==> src/rtl/sar_conv_ctrl.sv <==
`default_nettype none
// ============================================================================
// Module   : sar_conv_ctrl
// Purpose  : Conversion sequencer for the 8-bit SAR ADC. Sequences sampling,
//            SAR reset/enable and comparator decision counting with a per-bit
//            timeout, then presents the captured result on a valid/ready port.
// Revision : 1.0 - initial release
// ============================================================================
module sar_conv_ctrl #(
    parameter int N_DEC         = 7,
    parameter int DW            = 8,
    parameter int SAMPLE_CYCLES = 4,
    parameter int TIMEOUT       = 15
) (
    input  logic          clk,
    input  logic          rst_n,
    input  logic          start,
    input  logic          cont_mode,
    input  logic          Op,
    input  logic          Om,
    input  logic [DW-1:0] sar_d,
    output logic          sample,
    output logic          sar_rst,
    output logic          sar_en,
    output logic          busy,
    output logic [DW-1:0] res_data,
    output logic          res_err,
    output logic          res_valid,
    input  logic          res_ready
);

    // Counter widths hold the terminal count itself.
    localparam int c_DEC_W = $clog2(N_DEC + 1);
    localparam int c_TO_W  = $clog2(TIMEOUT + 1);
    localparam int c_SMP_W = $clog2(SAMPLE_CYCLES + 1);

    typedef enum logic [2:0] {
        S_IDLE    = 3'd0,
        S_SAMPLE  = 3'd1,
        S_CONVERT = 3'd2,
        S_CAPTURE = 3'd3,
        S_DONE    = 3'd4
    } state_t;

    state_t               r_state;
    state_t               w_state_nxt;
    logic [c_DEC_W-1:0]   r_dec_cnt;
    logic [c_DEC_W-1:0]   w_dec_cnt_nxt;
    logic [c_TO_W-1:0]    r_to_cnt;
    logic [c_TO_W-1:0]    w_to_cnt_nxt;
    logic [c_SMP_W-1:0]   r_smp_cnt;
    logic [c_SMP_W-1:0]   w_smp_cnt_nxt;
    logic                 r_err;
    logic                 w_err_nxt;

    logic                 r_sample;
    logic                 r_sar_rst;
    logic                 r_sar_en;
    logic                 r_busy;
    logic [DW-1:0]        r_res_data;
    logic                 r_res_err;
    logic                 r_res_valid;

    logic                 w_decision;
    logic                 w_accept;

    // A comparator decision is exactly one of the two outputs being high.
    assign w_decision = Op ^ Om;
    assign w_accept   = r_res_valid & res_ready;

    // State and counter registers.
    always_ff @(posedge clk) begin
        if (!rst_n) begin
            r_state   <= S_IDLE;
            r_dec_cnt <= '0;
            r_to_cnt  <= '0;
            r_smp_cnt <= '0;
            r_err     <= 1'b0;
        end else begin
            r_state   <= w_state_nxt;
            r_dec_cnt <= w_dec_cnt_nxt;
            r_to_cnt  <= w_to_cnt_nxt;
            r_smp_cnt <= w_smp_cnt_nxt;
            r_err     <= w_err_nxt;
        end
    end

    // Next-state, counter and error-flag logic.
    always_comb begin
        w_state_nxt   = r_state;
        w_dec_cnt_nxt = r_dec_cnt;
        w_to_cnt_nxt  = r_to_cnt;
        w_smp_cnt_nxt = r_smp_cnt;
        w_err_nxt     = r_err;
        case (r_state)
            S_IDLE: begin
                if (start) begin
                    w_state_nxt   = S_SAMPLE;
                    w_smp_cnt_nxt = '0;
                    w_dec_cnt_nxt = '0;
                    w_to_cnt_nxt  = '0;
                    w_err_nxt     = 1'b0;
                end
            end
            S_SAMPLE: begin
                if (r_smp_cnt == c_SMP_W'(SAMPLE_CYCLES - 1)) begin
                    w_state_nxt = S_CONVERT;
                end else begin
                    w_smp_cnt_nxt = r_smp_cnt + c_SMP_W'(1);
                end
            end
            S_CONVERT: begin
                if (w_decision) begin
                    w_dec_cnt_nxt = r_dec_cnt + c_DEC_W'(1);
                    w_to_cnt_nxt  = '0;
                    if (r_dec_cnt == c_DEC_W'(N_DEC - 1)) begin
                        w_state_nxt = S_CAPTURE;
                    end
                end else begin
                    w_to_cnt_nxt = r_to_cnt + c_TO_W'(1);
                    if (r_to_cnt == c_TO_W'(TIMEOUT - 1)) begin
                        w_state_nxt = S_CAPTURE;
                        w_err_nxt   = 1'b1;
                    end
                end
            end
            S_CAPTURE: begin
                w_state_nxt = S_DONE;
            end
            S_DONE: begin
                if (w_accept) begin
                    w_err_nxt = 1'b0;
                    if (cont_mode) begin
                        w_state_nxt   = S_SAMPLE;
                        w_smp_cnt_nxt = '0;
                        w_dec_cnt_nxt = '0;
                        w_to_cnt_nxt  = '0;
                    end else begin
                        w_state_nxt = S_IDLE;
                    end
                end
            end
            default: begin
                w_state_nxt = S_IDLE;
            end
        endcase
    end

    // Registered outputs, decoded from the upcoming state so they line up
    // with the state register; result captured on the CAPTURE exit edge.
    always_ff @(posedge clk) begin
        if (!rst_n) begin
            r_sample    <= 1'b0;
            r_sar_rst   <= 1'b1;
            r_sar_en    <= 1'b0;
            r_busy      <= 1'b0;
            r_res_data  <= '0;
            r_res_err   <= 1'b0;
            r_res_valid <= 1'b0;
        end else begin
            r_sample  <= (w_state_nxt == S_SAMPLE);
            r_sar_rst <= !((w_state_nxt == S_CONVERT) || (w_state_nxt == S_CAPTURE));
            r_sar_en  <= (w_state_nxt == S_CONVERT);
            r_busy    <= (w_state_nxt != S_IDLE);
            if (r_state == S_CAPTURE) begin
                r_res_data  <= sar_d;
                r_res_err   <= r_err;
                r_res_valid <= 1'b1;
            end else if ((r_state == S_DONE) && w_accept) begin
                r_res_valid <= 1'b0;
            end
        end
    end

    assign sample    = r_sample;
    assign sar_rst   = r_sar_rst;
    assign sar_en    = r_sar_en;
    assign busy      = r_busy;
    assign res_data  = r_res_data;
    assign res_err   = r_res_err;
    assign res_valid = r_res_valid;

endmodule
`default_nettype wire

==> config.mk <==
export PLATFORM = sky130hd
export DESIGN_NAME = sar_conv_ctrl
export DESIGN_NICKNAME = d
export VERILOG_FILES = /design/src/rtl/sar_conv_ctrl.sv
export SDC_FILE = /design/constraint.sdc
export NUM_CORES = 1
export LEC_CHECK = 0
export ABC_AREA = 1
export CORE_MARGIN = 2
export CORE_UTILIZATION = 48
export CTS_CLUSTER_DIAMETER = 100
export DETAILED_ROUTE_END_ITERATION = 8
export PLACE_DENSITY = 0.81
export SKIP_LAST_GASP = 1
export SYNTH_ARGS = -nofsm -noshare
export SYNTH_HDL_FRONTEND = slang
export SYNTH_SLANG_ARGS = --single-unit
==> constraint.sdc <==
create_clock -name clk -period 1.5 [get_ports clk]
set_input_delay 0.15 -clock clk [delete_from_list [all_inputs] [get_ports clk]]
set_output_delay 0.15 -clock clk [all_outputs]
set_load 0.1 [all_outputs]
==> metrics.csv <==
metric,value,unit
antenna_found_initial,0,
cts_sinks,28,
critPathLaunchType,register,
netlist_area,0.00127,mm^2
p_comb_frac,0.196,
post-cts-setup-buffers,0,
peakVddDrop,0.000555,V
hold_depth,3,
place_hpwl,2.07,mm
wl_per_cell,11.6,um
die_h,55.4,um
wl_met1,1.13,mm
highest_layer,met4,
firstDrtPassIters,4,
fill_cells,190,
post-route-min-period,1.37,ns
final_antenna_net_count,0,
drive_gt1_frac,0.184,
clkTransAtPathRegs,0.15,ns
synthArstFlopShare,0,
clkPwrFrac,0.231,
core,0.00250,mm^2
synth_edf_count,0,
clock_path_buffers,2,
setup_ws,0.131,ns
fin_crit_sh,0.912,
ys_types,22,
ys_warn_count,0,
vias,1172,
powerDensity,779,mW/mm^2
grt_pass1_vias,1150,
cp_data_arrival_time,1.63,ns
pre_cts_slack,0.0505,ns
max_clock_freq,731,MHz
setup_viol,0,
n_antenna_cell,0,
clk_latency,0.33,ns
synth_ff_type,dfxtp_1,
cts-root-buf,clkbuf_4,
place_congestion,0.868,
leakage,0.766,nW
drc,0,
ys_seq_area_frac,0.442,
hold_viol,0,
swShare,0.288,
synth_top_area_frac,0.442,
grt_overflow,0,
io_buffer_count,28,
wl_met3,146,um
ff2ff_path_depth,6,
drv_cap,0,
cts_tree,yes,
status,finished clean,
cts_buffers,3,
viasPerCell,5.07,
final_area,0.00177,mm^2
start_util,0.507,
rows,18,
synthTopCellsByArea,"dfxtp_1 (44%), nor2_1 (9.8%), nand2_1 (8.6%)",
synth.most_common_cell,nor2_1,
worstSetupEndpointType,register,
hold_path_class,input port to register,
worstPathMaxFanout,4,
synth_common_cells,"nor2_1 (33), nand2_1 (29), dfxtp_1 (28)",
die_w,55.4,um
grt_max_degree,16,
drtIter0Drc,37,
utilization,0.708,
syn_inst,169,
routed_wl,2.67,mm
power.share.sequential,0.573,
ios,29,
p_sw,397,uW
crit_type,register to register,
syn_to_final_growth,39.7,%
syn_avg_cell_area,7.50,um^2
die_area,0.00307,mm^2
dr_wl_met2,1.34,mm
layout.nets,223,
placed_area,0.00174,mm^2
maxSlewHeadroom,0.802,
grt_pass1_wl,4.59,mm
fin_skew,0.00989,ns
cp.required,1.76,ns
worst_pin_slew,0.295,ns
ys_ff_latch,28,
syn_nets,190,
cts-htree-levels,1,
yosysTopAreaCell,dfxtp_1,
track_usage,0.179,
drv_slew,0,
intPower,982,uW
[area by class of cell]
type / instances / area, um^2 / share of cell area
well taps: 30 / 37.5 / 0.0212
inverters: 19 / 75.1 / 0.0424
multi-input cells: 119 / 623 / 0.352
repair buffers: 31 / 443 / 0.250
clock buffers: 4 / 26.3 / 0.0148
flip-flops and latches: 28 / 566 / 0.319
[final timing paths]
path	start	to	slack, ns
max	r_state[0]$_SDFF_PN0_	sar_en$_SDFF_PN0_	0.13
min	sar_d[3]	res_data[3]$_SDFFE_PN0P_	0.44
max reg2reg	r_state[0]$_SDFF_PN0_	sar_en$_SDFF_PN0_	0.13
min reg2reg	r_smp_cnt[2]$_SDFFE_PN0P_	r_smp_cnt[2]$_SDFFE_PN0P_	0.49
[what timing repair did]
action	CTS	global route
hold buffers	0	0
setup endpoints to repair	0	6
resized for setup	0	2
[sequential cells by signal, summed over array words and instances (netlist names)]
name,cells
res_err,1
r_dec_cnt,3
r_err,1
busy,1
r_state,3
sar_en,1
r_to_cnt,4
sample,1
sar_rst,1
r_smp_cnt,3
res_valid,1
res_data,8
[worst max-delay path: stages (launching register included)]
cell and delay [ns]:
dfxtp_1 0.46, inv_1 0.12, nor3_2 0.18, inv_1 0.09, o21ai_1 0.16, nand2_1 0.13, nor2_1 0.16
[per-layer routing]
metal  vias up  track usage
li1        601            -
met1       527        0.209
met2        36        0.318
met3         8       0.0304
met4         0       0.0767
met5         -            0
[power by group through the flow]
stage	Sequential [mW]	Combinational, mW	Clock (mW)
after floorplan	0.845	0.127	0
after global placement	0.804	0.260	0
after detailed placement	0.807	0.268	0
after CTS	0.790	0.271	0.322
after global routing	0.793	0.296	0.347
final	0.790	0.270	0.319
[cell usage in the layout, fill, tap and decap left out]
| cell type | count |
|---|---|
| o21ai_0 | 15 |
| o21ai_1 | 2 |
| xor2_1 | 1 |
| nor2_1 | 33 |
| a21oi_1 | 8 |
| buf_12 | 14 |
| inv_2 | 4 |
| clkinvlp_4 | 1 |
| inv_1 | 14 |
| nand2_2 | 4 |
| dfxtp_2 | 1 |
| dfxtp_4 | 1 |
| clkbuf_1 | 1 |
| ha_1 | 6 |
| nand2_1 | 29 |
| nor2_8 | 1 |
| nor2_4 | 1 |
| nand4_1 | 1 |
| nand3_1 | 11 |
| buf_4 | 3 |
| clkdlybuf4s50_1 | 14 |
| nand3_2 | 3 |
| nor3_2 | 1 |
| dfxtp_1 | 26 |
| and3_1 | 1 |
| clkbuf_4 | 3 |
| xnor2_1 | 2 |
[cell families (layout without fill, tap and decap cells)]
group,count (synthesis),after routing,synth area share
adders and majority gates,6,6,0.0592
DFF,28,28,0.442
xor gates and xnor gates,3,3,0.0207
and+or+nand+nor,85,85,0.313
AOI/OAI and AO/OA,25,25,0.0987
buffers and inverters,22,54,0.0661
[per-stage QoR]
stage	TNS, ns	hold WS, ns	power (mW)	cells
finish	0	0.442	1.38	231
CTS	0	0.443	1.38	231
global placement	0	0.449	1.06	227
global route	-0.00334	0.475	1.44	231
detailed placement	0	0.469	1.07	227
floorplan	0	0.314	0.973	169
(Power assumes the default switching activity.)
